`config.mk`:
```
export PLATFORM = sky130hd
export DESIGN_NAME = serial_subtractor_flat
export DESIGN_NICKNAME = d
export VERILOG_FILES = /design/src/rtl/serial_subtractor_if.sv /design/src/rtl/serial_subtractor.sv /design/src/flat_wrapper.sv
export SDC_FILE = /design/constraint.sdc
export NUM_CORES = 1
export LEC_CHECK = 0
export CAP_MARGIN = 20
export CORE_MARGIN = 10
export CORE_UTILIZATION = 42
export CTS_CLUSTER_DIAMETER = 50
export CTS_CLUSTER_SIZE = 14
export DETAILED_ROUTE_END_ITERATION = 8
export HOLD_SLACK_MARGIN = 0.05
export PLACE_DENSITY = 0.72
export SLEW_MARGIN = 10
export SYNTH_ARGS = -nofsm -noshare
export SYNTH_HDL_FRONTEND = slang
export SYNTH_SLANG_ARGS = --single-unit
```
`constraint.sdc`:
```
create_clock -name clk -period 1.6 [get_ports clk]
set_input_delay 0.24 -clock clk [delete_from_list [all_inputs] [get_ports clk]]
set_output_delay 0.24 -clock clk [all_outputs]
set_load 0.05 [all_outputs]
```
`src/rtl/serial_subtractor_if.sv`:
```
// Handshake/result bundle for serial_subtractor.
// The ovf signal exists only when SERIAL_SUB_OVF_EN is defined.
interface serial_subtractor_if #(
   parameter int WIDTH = 8
);
   logic             start;
   logic [WIDTH-1:0] a;
   logic [WIDTH-1:0] b;
   logic             b_in;
   logic             busy;
   logic             done;
   logic [WIDTH-1:0] diff;
   logic             b_out;
`ifdef SERIAL_SUB_OVF_EN
   logic             ovf;
`endif

   modport master (
      output start, a, b, b_in,
`ifdef SERIAL_SUB_OVF_EN
      input  ovf,
`endif
      input  busy, done, diff, b_out
   );

   modport slave (
      input  start, a, b, b_in,
`ifdef SERIAL_SUB_OVF_EN
      output ovf,
`endif
      output busy, done, diff, b_out
   );
endinterface

```
`src/rtl/serial_subtractor.sv`:
```
// Bit-serial WIDTH-bit subtractor: diff = a - b - b_in, LSB first, one bit per clock.
// A single full-subtractor cell is fed from the operand shift registers and a borrow FF;
// its difference bit shifts into the result register from the MSB side.
// Optional feature macro: SERIAL_SUB_OVF_EN adds the signed-overflow output ovf.
//
//   state   | meaning
//   --------+------------------------------------------------------------
//   S_IDLE  | waiting for start; operands captured when start is seen
//   S_SHIFT | one bit per clock through the cell, busy=1
//   S_DONE  | one-cycle done pulse; diff/b_out/ovf just updated
module serial_subtractor #(
   parameter int WIDTH = 8
) (
   input  logic             clk,
   input  logic             rst_n,
   serial_subtractor_if.slave bus
);

   localparam int               CNT_W = $clog2(WIDTH + 1);
   localparam logic [CNT_W-1:0] LAST  = CNT_W'(WIDTH - 1);

   localparam logic [1:0] S_IDLE  = 2'd0;
   localparam logic [1:0] S_SHIFT = 2'd1;
   localparam logic [1:0] S_DONE  = 2'd2;

   logic [1:0]       state;
   logic [WIDTH-1:0] a_sr;
   logic [WIDTH-1:0] b_sr;
   logic [WIDTH-1:0] res_sr;
   logic             borrow;
   logic [CNT_W-1:0] cnt;
   logic [WIDTH-1:0] diff_q;
   logic             b_out_q;
   logic             cell_d;
   logic             cell_bout;
   logic             last_bit;

   // Full-subtractor cell on the current LSBs and the running borrow
   assign cell_d    = a_sr[0] ^ b_sr[0] ^ borrow;
   assign cell_bout = (~a_sr[0] & b_sr[0]) | (~(a_sr[0] ^ b_sr[0]) & borrow);
   assign last_bit  = (state == S_SHIFT) && (cnt == LAST);

   // Control FSM plus operand/borrow/result shifting
   always_ff @(posedge clk or negedge rst_n) begin
      if (!rst_n) begin
         state  <= S_IDLE;
         a_sr   <= '0;
         b_sr   <= '0;
         res_sr <= '0;
         borrow <= 1'b0;
         cnt    <= '0;
      end else begin
         case (state)
            S_IDLE: begin
               if (bus.start) begin
                  a_sr   <= bus.a;
                  b_sr   <= bus.b;
                  borrow <= bus.b_in;
                  res_sr <= '0;
                  cnt    <= '0;
                  state  <= S_SHIFT;
               end
            end
            S_SHIFT: begin
               a_sr   <= a_sr >> 1;
               b_sr   <= b_sr >> 1;
               res_sr <= {cell_d, res_sr[WIDTH-1:1]};
               borrow <= cell_bout;
               cnt    <= cnt + 1'b1;
               if (cnt == LAST) state <= S_DONE;
            end
            S_DONE:  state <= S_IDLE;
            default: state <= S_IDLE;
         endcase
      end
   end

   // Visible results only change on entry to DONE, so partial sums never leak out
   always_ff @(posedge clk or negedge rst_n) begin
      if (!rst_n) begin
         diff_q  <= '0;
         b_out_q <= 1'b0;
      end else if (last_bit) begin
         diff_q  <= {cell_d, res_sr[WIDTH-1:1]};
         b_out_q <= cell_bout;
      end
   end

`ifdef SERIAL_SUB_OVF_EN
   logic a_msb;
   logic b_msb;
   logic ovf_q;

   // Operand sign bits are kept aside because the shift registers consume them
   always_ff @(posedge clk or negedge rst_n) begin
      if (!rst_n) begin
         a_msb <= 1'b0;
         b_msb <= 1'b0;
         ovf_q <= 1'b0;
      end else if (state == S_IDLE && bus.start) begin
         a_msb <= bus.a[WIDTH-1];
         b_msb <= bus.b[WIDTH-1];
      end else if (last_bit) begin
         ovf_q <= (a_msb != b_msb) && (cell_d != a_msb);
      end
   end

   assign bus.ovf = ovf_q;
`endif

   assign bus.busy  = (state == S_SHIFT);
   assign bus.done  = (state == S_DONE);
   assign bus.diff  = diff_q;
   assign bus.b_out = b_out_q;

endmodule

```
`src/flat_wrapper.sv`:
```
// flat-port wrapper written by rule: the top's interface ports become plain ports
module serial_subtractor_flat 
#(
   parameter int WIDTH = 8
)
  (clk, rst_n, bus_start, bus_a, bus_b, bus_b_in, bus_busy, bus_done, bus_diff, bus_b_out);
  serial_subtractor_if #(.WIDTH(WIDTH)) bus_i ();
  input  logic clk;
  input  logic rst_n;
  input wire logic [$bits(bus_i.start)-1:0] bus_start;
  input wire logic [$bits(bus_i.a)-1:0] bus_a;
  input wire logic [$bits(bus_i.b)-1:0] bus_b;
  input wire logic [$bits(bus_i.b_in)-1:0] bus_b_in;
  output wire logic [$bits(bus_i.busy)-1:0] bus_busy;
  output wire logic [$bits(bus_i.done)-1:0] bus_done;
  output wire logic [$bits(bus_i.diff)-1:0] bus_diff;
  output wire logic [$bits(bus_i.b_out)-1:0] bus_b_out;
  assign bus_i.start = bus_start;
  assign bus_i.a = bus_a;
  assign bus_i.b = bus_b;
  assign bus_i.b_in = bus_b_in;
  assign bus_busy = bus_i.busy;
  assign bus_done = bus_i.done;
  assign bus_diff = bus_i.diff;
  assign bus_b_out = bus_i.b_out;
  serial_subtractor #(.WIDTH(WIDTH)) u_core (.clk(clk), .rst_n(rst_n), .bus(bus_i));
endmodule
```
---- Word-level counts from Yosys, hierarchy flattened ----
Cells that the tools add are included.
W data, S select, Z words.
cells by class
  mux-type cells .......................... 13
  reduce and logical (&&, ||, !) cells .... 5
  $add $sub $neg .......................... 1
  equality and inequality tests ........... 5
  bitwise gates (word level) .............. 7
operators with widths
  kind                   number
  $pmux W8 S2            3
  $mux W8                3
  $pmux W4 S2            1
  $add A4 B1 Y4 const B  1
  $eq A4 B3 Y1 const B   1
  $mux W2                2
  $mux W4                1
  $pmux W2 S2            1
  $reduce_and A2 Y1      2
  $and A1 B1 Y1          2
  $eq A2 B1 Y1 const B   1
  $eq A2 B2 Y1 const B   1
  $logic_not A2 Y1       1
  $ne A2 B1 Y1 const B   1
  $ne A2 B2 Y1 const B   1
  $not A1 Y1             2
  $pmux W1 S2            1
  $reduce_bool A2 Y1     1
  $xor A1 B1 Y1          2
  $logic_and A1 B1 Y1    1
  $mux W1                1
  $or A1 B1 Y1           1
storage, ports and cells
  register bits after elaboration ......... 40
  bits of input ports ..................... 20
  word-level logic and storage cells ...... 39

---- Logic depth before layout (Yosys ltp) ----
Gate-level depths: netlist of run 1.
  depth in word-level cells ............... 5
  gate-level depth with buffers ........... 5
  gate-level depth less buffers ........... 4

---- Worst setup path before layout of run 1 ----
Ideal clock, no wire load.
  kind .................................... reg2out
  from .................................... register u_core.state[1]
  to ...................................... output port bus_done
  cell stages (with the launch flop) ...... 4
  arrival time ............................ 1.621 ns
  path buffers ............................ 2
  setup slack ............................. -0.261 ns
  path through ............................ dfrtp_1 > clkbuf_1 > clkbuf_1 > nor2b_1
on the way
  cells in the longest elaborated chain, start to end .. 1
RTL lines
  item                    line                      RTL
  start, declared         serial_subtractor.sv:26   logic [1:0] state;
  start signal, assigned  serial_subtractor.sv:46   state <= S_IDLE;
  start signal, assigned  serial_subtractor.sv:61   state <= S_SHIFT;
  start signal, assigned  serial_subtractor.sv:70   if (cnt == LAST) state <= S_DONE;
  $eq A2 B2 Y1            serial_subtractor.sv:112  assign bus.done = (state == S_DONE);
  end, declared           flat_wrapper.sv:15        output wire logic [$bits(bus_i.done)-1:0] bus_done;
No other way between the ends.

---- Worst setup path in the final report of run 1 ----
  from .................................... register u_core.cnt[0]
  to ...................................... register u_core.diff_q[5] (netlist: u_core.bus.diff[5])
on the way
  cells in the longest elaborated chain, start to end .. 2
RTL lines
  item                    line                     RTL
  start, declared         serial_subtractor.sv:31  logic [CNT_W-1:0] cnt;
  start signal, assigned  serial_subtractor.sv:69  cnt <= cnt + 1'b1;
  $eq A4 B3 Y1            serial_subtractor.sv:41  assign last_bit = (state == S_SHIFT) && (cnt == LAST);
  $logic_and A1 B1 Y1     serial_subtractor.sv:41
  end signal, assigned    serial_subtractor.sv:84  diff_q <= {cell_d, res_sr[WIDTH-1:1]};
  end, declared           serial_subtractor.sv:32  logic [WIDTH-1:0] diff_q;
No other way between the ends.
A chain may end at the register's enable or synchronous reset.

==> flow_summary.json, run 1 <==
{
  "status": "finished, final reports clean",
  "grt_pass1_vias": 1391,
  "p_leak_nw": 0.968,
  "layout_min_cycle_time_ns": 1.52,
  "slowest_stage": "dfrtp_1",
  "stdcell_area_sq_um": 2220,
  "seq_area_frac_synth": 0.573,
  "drc": 0,
  "synth.top_cell.area_share": 0.573,
  "cts_resized": 0,
  "die_h_um": 83.7,
  "hold_class": "register to register",
  "initial_core_util": 0.429,
  "grt-ovfl-total": 0,
  "slew_headroom": 0.679,
  "clockRootBuffer": "clkbuf_8",
  "clock_latency_ns": 0.28,
  "finalNetCount": 213,
  "cp_cell_sequence": "ha_1 -> nand2_1 -> nor3_4 -> buf_12 -> mux2_2",
  "rows": 23,
  "synth_mux_area_frac": 0.0646,
  "synth-compound-area-share": 0.213,
  "coreArea_sq_um": 3970,
  "syn_area_sq_um": 1700,
  "synth_cell_types": 23,
  "dieArea_sq_um": 7010,
  "numCtsBuffers": 5,
  "worstPathMaxFanout": 8,
  "async_flop_share": 1.00,
  "netlist_instances": 150,
  "max_clock_freq_mhz": 657,
  "synth_edf_count": 0,
  "setup_viol": 0,
  "tightest_slew_ns": 0.482,
  "grt_pass1_wl_um": 6810,
  "timing.rr.start": "u_core.cnt[0]$_DFFE_PN0P_",
  "synth_top_family_by_area": "compound AO/OA/AOI/OAI gates",
  "dr.pass1.iters": 4,
  "track_usage": 0.117,
  "regArea_sq_um": 976,
  "chipWidth_um": 83.7,
  "vdd.ir_drop.worst_mv": 1.03,
  "area_delta_synth_final_pct": 30.3,
  "vias_per_cell": 5.37,
  "h-tree-depth": 2,
  "routed_wl_um": 3970,
  "dpl_cell_area_sq_um": 2100,
  "cap_violations": 0,
  "ys.flop_type": "dfrtp_1",
  "crit_start": "u_core.cnt[0]$_DFFE_PN0P_",
  "clockBufferDepth": 2,
  "synthTopCellsByArea": "dfrtp_1 (57%), a22oi_1 (6.2%), o21ai_0 (5.3%)",
  "place_congestion": 0.733,
  "drive_gt1_frac": 0.208,
  "synth_fa_ha_area_frac": 0.0191,
  "vias": 1300,
  "min-delay-start": "u_core.a_sr[3]$_DFFE_PN0P_",
  "grt_max_degree": 40,
  "clkSlewWorstSetupHoldPaths_ns": 0.07,
  "crit_path_end_kind": "register",
  "hold_viol_final": 0,
  "worstSetupPathType": "register to register",
  "syn_nets": 172,
  "power_density_nw_per_um2": 1990,
  "setup_ws_ns": 0.0776,
  "cts.sinks": 39,
  "cp_data_arrival_time_ns": 1.69,
  "finClkSkew_ns": 0.00879,
  "synth.ff_latch_count": 39,
  "startpoint_type": "register",
  "synth.avg_cell_area_sq_um": 11.4,
  "pin_count": 31,
  "insertedDiodeCount": 0,
  "cts_tree": "done",
  "portBuffers": 30,
  "ant_nets": 0,
  "yosysTopAreaCell": "dfrtp_1",
  "synth-xor-area-share": 0,
  "post-route-period-util": 0.951,
  "cp.required_ns": 1.77,
  "synthTopCellsByCount": "dfrtp_1 (39), o21ai_0 (18), a22oi_1 (14)",
  "synth-simple-area-share": 0.103,
  "nFillCells": 347,
  "multi_input_area_sq_um": 688,
  "pre_cts_slack_ns": -0.00771,
  "slowest_delay_ns": 0.39,
  "ys_warn_count": 0,
  "wl_per_cell_um": 16.4,
  "drt-initial-drc-count": 62,
  "antenna_found_initial": 0,
  "post-synth-top-count-cell": "dfrtp_1",
  "slew_viol_final": 0,
  "dpl.hpwl_um": 2760
}
worst paths after layout:
path,endpoint,slack [ns],cells past startpoint
max,u_core.bus.diff[5]$_DFFE_PN0P_,0.08,5
min,u_core.a_sr[3]$_DFFE_PN0P_,0.49,2
max reg2reg,u_core.bus.diff[5]$_DFFE_PN0P_,0.08,5
min reg2reg,u_core.a_sr[3]$_DFFE_PN0P_,0.49,2
max in group asynchronous,u_core.cnt[2]$_DFFE_PN0P_,0.73,3
min in group asynchronous,u_core.b_sr[6]$_DFFE_PN0P_,0.53,3
state kept, by name (all words and copies together), names as in the netlist:
register,count
u_core.b_sr,8
u_core.cnt,4
u_core.a_sr,8
u_core.bus.b_out,1
u_core.state,2
u_core.bus.diff,8
u_core.borrow,1
u_core.res_sr,7
power breakdown:
group          switching, mW  leakage, nW  internal (mW)
sequential             0.293        0.503           1.40
clock                  0.316       0.0422          0.306
combinational           1.20        0.423          0.907
total                   1.81        0.968           2.62
cell type report:
| type | instances | share of cell area |
|---|---|---|
| flip-flops and latches | 39 | 0.439 |
| multi-input cells | 99 | 0.310 |
| repair buffers | 42 | 0.179 |
| clock buffers | 7 | 0.0344 |
| well taps | 50 | 0.0282 |
| inverters | 4 | 0.00676 |
| clock inverters | 1 | 0.00225 |
worst max-delay path: cells and delay by family (launching register included):
family,cells,cell delay (ns)
adder cells (fa/ha/maj),1,0.20
buffers and inverters,1,0.15
flip-flops,1,0.39
multiplexers,1,0.33
AND/OR/NAND/NOR,2,0.34
stage by stage:
stage	util	hold WS, ns	power (mW)	cells	setup TNS [ns]
after floorplan	-	-0.0556	3.07	150	0
after global placement	0.529	0.310	3.68	231	0
after detailed placement	0.529	0.314	3.78	231	-0.00771
after CTS	0.552	0.486	4.43	240	0
after global routing	0.559	0.528	4.77	242	-0.0167
final	0.559	0.486	4.43	242	0
metal layers:
layer  global-route usage  up-vias  part of all wire
li1                     -      623                 -
met1                0.142      636              0.43
met2                0.188       35              0.51
met3               0.0420        6             0.046
met4               0.0350        0            0.0096
met5                    0        -                 0
placed cells by master (no fill, tap or decap):
| cell type | n |
|---|---|
| nand2b_2 | 1 |
| nor2b_1 | 12 |
| o21bai_1 | 1 |
| or3_1 | 1 |
| a22o_1 | 9 |
| mux2i_1 | 2 |
| nand2_1 | 10 |
| o21ai_0 | 18 |
| clkinv_1 | 1 |
| buf_12 | 3 |
| a22oi_1 | 14 |
| a21oi_1 | 11 |
| inv_1 | 3 |
| fa_1 | 1 |
| dfrtp_1 | 39 |
| mux2_2 | 8 |
| clkdlybuf4s50_1 | 18 |
| nand3_1 | 3 |
| clkinv_2 | 1 |
| nor2_1 | 1 |
| nand2b_1 | 1 |
| buf_2 | 1 |
| nor2b_4 | 1 |
| ha_1 | 1 |
| nor3_4 | 1 |
| clkbuf_1 | 2 |
| clkbuf_8 | 5 |
| buf_4 | 19 |
| dlygate4sd3_1 | 1 |
| a2bb2oi_1 | 3 |
what timing repair did:
action / CTS / global route
hold buffers: 1 / 0
endpoints found under the setup margin: 0 / 9
hold endpoints to repair: 39 / 0
setup buffers: 0 / 2
kinds of logic after synthesis:
kind of cell,count (synthesis)
AOI/OAI and AO/OA,56
DFF,39
and+or+nand+nor,31
buffers and inverters,12
muxes,10
adders and majority gates,2
No activity file was read; power rests on OpenSTA's default activity.
==> run 2: changes to the inputs <==
--- a/config.mk
+++ b/config.mk
@@ -6,7 +6,6 @@
 export NUM_CORES = 1
 export LEC_CHECK = 0
 export CAP_MARGIN = 20
-export CORE_MARGIN = 10
 export CORE_UTILIZATION = 42
 export CTS_CLUSTER_DIAMETER = 50
 export CTS_CLUSTER_SIZE = 14
==> flow_summary.json, run 2 (same netlist as run 1, synthesis figures left out) <==
{
  "status": "finished, final reports clean",
  "slew_viol_final": 0,
  "drc": 0,
  "rows": 22,
  "pin_count": 31,
  "grt_pass1_vias": 1322,
  "stdcell_area_sq_um": 2250,
  "vias": 1287,
  "post-route-period-util": 0.956,
  "antenna_found_initial": 0,
  "finalNetCount": 211,
  "cp_cell_sequence": "nand2b_2 -> clkinv_1 -> buf_6 -> buf_8",
  "fin_util": 0.596,
  "cp_data_arrival_time_ns": 1.29,
  "cap_violations": 0,
  "tightest_slew_ns": 0.420,
  "finClkSkew_ns": 0.00523,
  "vdd.ir_drop.worst_mv": 0.762,
  "dpl.hpwl_um": 2440,
  "place_inst": 229,
  "ant_nets": 0,
  "crit_path_end_kind": "output port",
  "drive_gt1_frac": 0.205,
  "routed_wl_um": 3540,
  "coreArea_sq_um": 3770,
  "startpoint_type": "register",
  "dieArea_sq_um": 4320,
  "cp.required_ns": 1.36,
  "slew_headroom": 0.720,
  "die_h_um": 65.7,
  "grt_pass1_wl_um": 6270,
  "worstSetupPathType": "register to output port",
  "layout_min_cycle_time_ns": 1.53,
  "grt-ovfl-total": 0,
  "dpl_cell_area_sq_um": 2120,
  "chipWidth_um": 65.7,
  "cts_tree": "done",
  "cts.sinks": 39,
  "nFillCells": 295,
  "reg2reg_depth": 5,
  "grt_max_degree": 24,
  "fin_tns_setup_ns": 0,
  "place_congestion": 0.703,
  "worstPathMaxFanout": 9,
  "critPathTopFamily": "buffers and inverters",
  "wl_per_cell_um": 14.9,
  "power_mw": 4.52,
  "clock_latency_ns": 0.28,
  "track_usage": 0.195,
  "layout.cells.non_filler": 238,
  "p_leak_nw": 0.976,
  "r2r_end": "u_core.bus.diff[5]$_DFFE_PN0P_",
  "clockBufferDepth": 2,
  "path_buf_inv": 3,
  "slowest_delay_ns": 0.37,
  "insertedDiodeCount": 0,
  "hold_viol_final": 0,
  "final_common_cell": "dfrtp_1",
  "slowest_stage": "dfrtp_1",
  "clockRootBuffer": "clkbuf_8",
  "rsz0062_at_grt": "no",
  "initial_core_util": 0.452,
  "dr.pass1.iters": 4,
  "setup_viol": 0,
  "mostFrequentLayoutCells": "dfrtp_1 (39), o21ai_0 (18), clkdlybuf4s50_1 (18)",
  "r2r_slack_ns": 0.12,
  "max_clock_freq_mhz": 654,
  "timing.rr.start": "u_core.cnt[0]$_DFFE_PN0P_",
  "vias_per_cell": 5.41,
  "portBuffers": 30,
  "power_density_nw_per_um2": 2010,
  "h-tree-depth": 2,
  "hold_class": "input port to asynchronous set/reset pin",
  "numCtsBuffers": 5,
  "area_delta_synth_final_pct": 31.8,
  "drt-initial-drc-count": 70,
  "clkSlewWorstSetupHoldPaths_ns": 0.07
}
run 2: cell types whose count changed in the layout (fill, tap and decap cells not counted):
cell,delta
clkinv_2,-1
buf_12,+1
clkbuf_1,-1
buf_4,-5
buf_8,+1
buf_6,+1
clkbuf_8,+2
run 2: worst reg2reg max path, delay by kind of cell, from the launching register on:
family | cells | cell delay, ns
flops | 1 | 0.39
mux | 1 | 0.34
simple gates | 2 | 0.29
fa+ha+maj | 1 | 0.20
buf+inv | 1 | 0.16
run 2: how the worst max path moves through the flow:
stage,start,endpoint,slack (ns),depth (start not counted)
floorplan,u_core.state[1]$_DFFE_PN0P_,bus_done,0.12,3
global placement,bus_start,u_core.a_sr[5]$_DFFE_PN0P_,0.12,4
detailed placement,bus_start,u_core.a_sr[3]$_DFFE_PN0P_,0.06,4
CTS,u_core.state[1]$_DFFE_PN0P_,bus_busy,0.01,4
global route,u_core.state[1]$_DFFE_PN0P_,bus_busy,0.01,4
finish,u_core.state[1]$_DFFE_PN0P_,bus_busy,0.07,4
run 2: routing by layer:
metal  track usage  up-vias  share of wire
li1              -      619              -
met1         0.263      644           0.44
met2         0.305       19           0.51
met3        0.0521        5          0.040
met4        0.0571        0         0.0065
met5             0        -              0
run 2: layout make-up:
cell class                      instances  area, sq um  share of cell area
Sequential cell                        39          976               0.435
Multi-Input combinational cell         99          688               0.306
Timing Repair Buffer                   40          407               0.181
Clock buffer                            8          100              0.0446
Tap cell                               48         60.1              0.0267
Inverter                                4         15.0             0.00669
run 2: report_power, final:
group	leakage (nW)	internal [mW]	switching (mW)	total, mW
registers	0.503	1.40	0.282	1.69
logic	0.421	0.924	1.20	2.12
clock network	0.0515	0.393	0.319	0.712
total	0.976	2.72	1.80	4.52
run 2: per-stage QoR:
step	worst slack (ns)	hold WS, ns
global route	0.00997	0.464
CTS	0.0103	0.420
finish	0.0704	0.415
detailed placement	0.0608	0.200
global placement	0.120	0.197
floorplan	0.120	-0.0556
run 2: timing repair:
item / CTS / global route
hold endpoints to repair: 17 / 0
gates resized for setup: 1 / 2
setup endpoints to repair: 1 / 1
gates cloned: 0 / 0
setup buffers: 0 / 0
hold buffers: 1 / 0
==> patch 1 (flow settings as in run 2) <==
`WIDTH` is set to 8 in 3 places; all go to 4.
--- a/src/rtl/serial_subtractor_if.sv
+++ b/src/rtl/serial_subtractor_if.sv
@@ -3,3 +3,3 @@
 interface serial_subtractor_if #(
-   parameter int WIDTH = 8
+   parameter int WIDTH = 4
 );
--- a/src/rtl/serial_subtractor.sv
+++ b/src/rtl/serial_subtractor.sv
@@ -11,3 +11,3 @@
 module serial_subtractor #(
-   parameter int WIDTH = 8
+   parameter int WIDTH = 4
 ) (
--- a/src/flat_wrapper.sv
+++ b/src/flat_wrapper.sv
@@ -3,3 +3,3 @@
 #(
-   parameter int WIDTH = 8
+   parameter int WIDTH = 4
 )
Interface: changed (resized bus_a, bus_b and bus_diff); port bits go from 31 to 19. No check against the original RTL was run, so the function may have changed too.
==> patch 1 against run 2 <==
- fmax is 2.7% higher
- register-to-register slack better by 50 ps
- worst setup slack better by 40 ps
- clock power decreased by 56%
- routed wire length decreased by 49%
- design area shrank 44%
- largest power group unchanged
- highest routed layer unchanged
- cell count fell by 45%
- power decreased by 41%
- sequential share of layout area is 0.43 points higher
- sequential cell count shrank 17
- area after synthesis decreased by 41%
==> patch 1: results (changes against run 2) <==
Placement
The total of buffers placed on input and output ports came to 18 (-40%). The sum of net half-perimeters after detailed placement was 1.37 mm (-44%). The area of placed instances was 1210 µm² (-43%). The routability congestion estimate is 0.768 (+9.3%). The instance count after placement with tap cells included is 128 (-44%).

Logic synthesis
The mean instance size in the synthesized netlist is 12.1 µm² (+6.5%). The fraction of the yosys area taken by sequential cells is 0.548 (-0.0247). After synthesis, the most frequently instantiated cells are sky130_fd_sc_hd__dfrtp_1, sky130_fd_sc_hd__o22ai_1, sky130_fd_sc_hd__a21oi_1, sky130_fd_sc_hd__inv_1, sky130_fd_sc_hd__nand2_1. The count of different cell masters after synthesis is 24 (+4.3%).

Setup path
The worst-case reg-to-reg path depth is 4 (-1). The setup slack of the most critical reg-to-reg path is 170 ps (+50 ps). The most critical setup path has its startpoint at u_core.state[0]. The timing endpoint of the critical path is bus_done. The arrival time at the worst endpoint is 1250 ps (-40 ps). The endpoint identified for the worst register-to-register timing path is u_core.bus.diff[2].

Global route
The wire length of the first global-routing pass is 3.21 mm (-49%). The global-route total usage across every layer is 0.169 (-0.0258). The pin count of the biggest net entering global routing is 23 (-4.2%). The number of global-route vias before repair was 704 (-47%).

Pwr
The total leakage power is 0.580 nW (-41%). The maximum VDD drop is 1250 µV (+65%).

Layout
The fraction of final layout cells with drive strength greater than 1 is 0.250 (+0.0447). The net count of the finished layout is 120 (-43%).

Outcome
The run finished with clean final reports.

Timing
The worst max-slew margin expressed relative to the limit is 0.746 (+0.0255).

Routing
The routed wire length came to 1.82 mm (-49%). The via density per instance is 5.60 (+3.5%). The routed length per placed instance is 13.8 µm (-7.2%).

CTS
The clock slew seen by the registers of the worst setup and hold paths is 120 ps (+50 ps). The clock tree root driver cell is sky130_fd_sc_hd__clkbuf_4. The clock latency of the later-clocked register in the worst-skew pair is 320 ps (+40 ps). The maximum level of the CTS H-tree is 1 (-1). The CTS buffer count is 3 (-2).
-- patch 1: final cells by class --
| type | count | area, µm² |
|---|---|---|
| repair buffers | 21 | 210 |
| flip-flops and latches | 22 | 552 |
| inverters | 8 | 35.0 |
| multi-input cells | 49 | 389 |
| fillers | 200 | 976 |
| well taps | 28 | 35.0 |
| clock buffers | 4 | 36.3 |
-- patch 1: routing by layer --
metal  wire, µm  vias up  global-route usage
li1           -      343                   -
met1        784      361               0.216
met2        883       31               0.270
met3        117        4              0.0179
met4         34        0               0.111
met5          0        -                   0
-- patch 1: cells by family after synthesis --
family,share of synthesized area
compound gates,0.220
mux,0.0448
flops,0.548
fa+ha+maj,0.0448
buf+inv,0.0747
simple gates,0.0673
-- patch 1: report_power, final --
group	switching (mW)	internal [mW]
Clock	0.172	0.139
Sequential	0.184	0.815
Combinational	0.764	0.583
Total	1.12	1.54
-- patch 1: worst min path at each step --
stage	start	endpoint	slack, ps	cells past startpoint
3_3_place_gp	u_core.b_sr[3]	u_core.b_sr[3]	460	2
5_1_grt	rst_n	u_core.cnt[0]	270	2
4_1_cts	rst_n	u_core.bus.diff[0]	260	2
3_5_place_dp	u_core.cnt[2]	u_core.cnt[2]	480	2
6_report	rst_n	u_core.cnt[2]	260	2
2_1_floorplan	rst_n	u_core.a_sr[0]	-60	0
-- patch 1: critical path, cell delays in order (launching register included) --
cell                      delay (ps)
sky130_fd_sc_hd__dfrtp_1         430
sky130_fd_sc_hd__buf_4           190
sky130_fd_sc_hd__nor2_2          160
sky130_fd_sc_hd__buf_12          150
-- patch 1: stage by stage --
stage           util  setup WS (ps)
2_1_floorplan      -            174
3_3_place_gp   0.542           84.4
3_5_place_dp   0.542           69.8
4_1_cts        0.562           34.8
5_1_grt        0.563           45.8
6_report       0.563            110
-- patch 1: what timing repair did --
item	4_1_cts	5_1_grt
pin swaps	0	0
setup endpoints to repair	2	1
resized for setup	3	1
==> patch 2 (config.mk and constraints of run 2) <==
Without the edit above. One comparison of `cnt` changes from == to >=.
--- a/src/rtl/serial_subtractor.sv
+++ b/src/rtl/serial_subtractor.sv
@@ -40,3 +40,3 @@
    assign cell_bout = (~a_sr[0] & b_sr[0]) | (~(a_sr[0] ^ b_sr[0]) & borrow);
-   assign last_bit  = (state == S_SHIFT) && (cnt == LAST);
+   assign last_bit  = (state == S_SHIFT) && (cnt >= LAST);
 
Formal check against the unedited RTL: same outputs for any inputs over 10 cycles, from zero or initial values and one cycle with rst_n low; that may be too few to reach the edited logic, so the function may still have changed.
==> patch 2 against run 2 <==
- design area up 2.7%
- sequential cell count unchanged
- power down 1.6%
- worst setup slack worse by 1.6 ps
- synthesized cell count down 4.0%
- area after synthesis up 8.2%
- first-iteration DRC count up 14%
- largest cell class unchanged
- routed wire length down 5.4%
==> patch 2: results (changes against run 2) <==
Logic synthesis
The mean instance size in the synthesized netlist is 12.8 µm² (+13%). The fraction of the yosys area taken by sequential cells is 0.529 (-0.0435). The fraction of the mapped netlist area in compound gates came to 0.241 (+0.0279). The synthesized netlist net count came to 166 (-3.5%). By area the synthesized netlist is led by sky130_fd_sc_hd__dfrtp_1, sky130_fd_sc_hd__a22oi_2, sky130_fd_sc_hd__mux2_2, sky130_fd_sc_hd__a22o_1, sky130_fd_sc_hd__o21ai_2. The count of different cell masters after synthesis is 36 (+57%). The post-synthesis share of cell area spent on full adders, half adders and majority gates is 0.0176 (-0.00145). The multiplexer fraction of the synthesized cell area was 0.0570 (-0.00762). Sorting the synthesized cells by how often they occur yields sky130_fd_sc_hd__dfrtp_1, sky130_fd_sc_hd__nand2_1, sky130_fd_sc_hd__a22o_1, sky130_fd_sc_hd__a22oi_2, sky130_fd_sc_hd__o21ai_2.

Timing
The upper clock frequency limit came to 653 MHz (-0.11%). The worst hold slack across all endpoints came to 432 ps (+17.3 ps). The worst clock skew is 8.44 ps (+3.21 ps).

Pwr
The maximum VDD drop came to 704 µV (-7.6%). The total leakage power is 0.996 nW (+2.0%).

Placement
The total of buffers placed on input and output ports is 30 (unchanged). The area of placed instances came to 2200 µm² (+3.4%). The routability congestion estimate is 0.815 (+16%). The sum of net half-perimeters after detailed placement is 2.34 mm (-3.9%). The pre-CTS worst setup slack was 53.0 ps (-7.79 ps). The instance count after placement with tap cells included came to 222 (-3.1%).

Setup path
The biggest cell delay along the critical path is 400 ps (+30 ps). The largest fanout on the critical path is 25 (+16). The critical path starts at u_core.state[0]. The worst-case reg-to-reg path depth is 4 (-1). The endpoint identified for the worst register-to-register timing path is u_core.bus.diff[7]. Following the worst setup path forward leads to its endpoint at bus_done.

Layout
The fill cell instance count of the final layout is 348 (+18%). The post-route non-filler standard cell count is 232 (-2.5%). The fraction of final layout cells with drive strength greater than 1 is 0.363 (+0.157). The post-route core utilization is 0.560 (-0.0352).

The net count of the finished layout is 203 (-3.8%).

Global route
The number of global-route vias before repair is 1247 (-5.7%). The wire length of the first global-routing pass is 5.78 mm (-7.9%). The pin count of the biggest net entering global routing is 40 (+67%). The global-route total usage across every layer is 0.173 (-0.0212).

Routing
The number of DRC markers in iteration 0 is 80 (+14%). The via density per instance is 5.29 (-2.1%). The routed wire length is 3.34 mm (-5.4%).

CTS
The total setup buffers inserted after CTS is 1 (+1). The post-cts resize count is 2 (+1).

Outcome
The flow ran to the end, and the final reports show no timing, DRC or antenna violations.
[patch 2: cell type report]
cell class                 count  area share
sequential                    39       0.423
clock buffer                   6      0.0315
timing repair buffer          39       0.174
multi-input combinational     91       0.329
clock inverter                 2     0.00543
inverter                       5     0.00977
tap                           50      0.0271
[patch 2: logic make-up (layout without fill, tap and decap cells)]
kind of cell	after synthesis	in the layout
multiplexers	9	9
AO/OA/AOI/OAI	50	50
flip-flops	39	39
buffers and inverters	14	52
adder cells (fa/ha/maj)	2	2
AND/OR/NAND/NOR	30	30
[patch 2: power by group]
group | internal [mW] | total [mW] | switching, mW | leakage [nW]
clock | 0.304 | 0.648 | 0.343 | 0.0412
combinational | 0.985 | 2.13 | 1.14 | 0.454
sequential | 1.38 | 1.67 | 0.286 | 0.500
[patch 2: metal layers]
layer  wire [µm]  GRT usage
met5           0          0
met4          62     0.0833
met3         146     0.0400
met2        1600      0.276
met1        1540      0.220
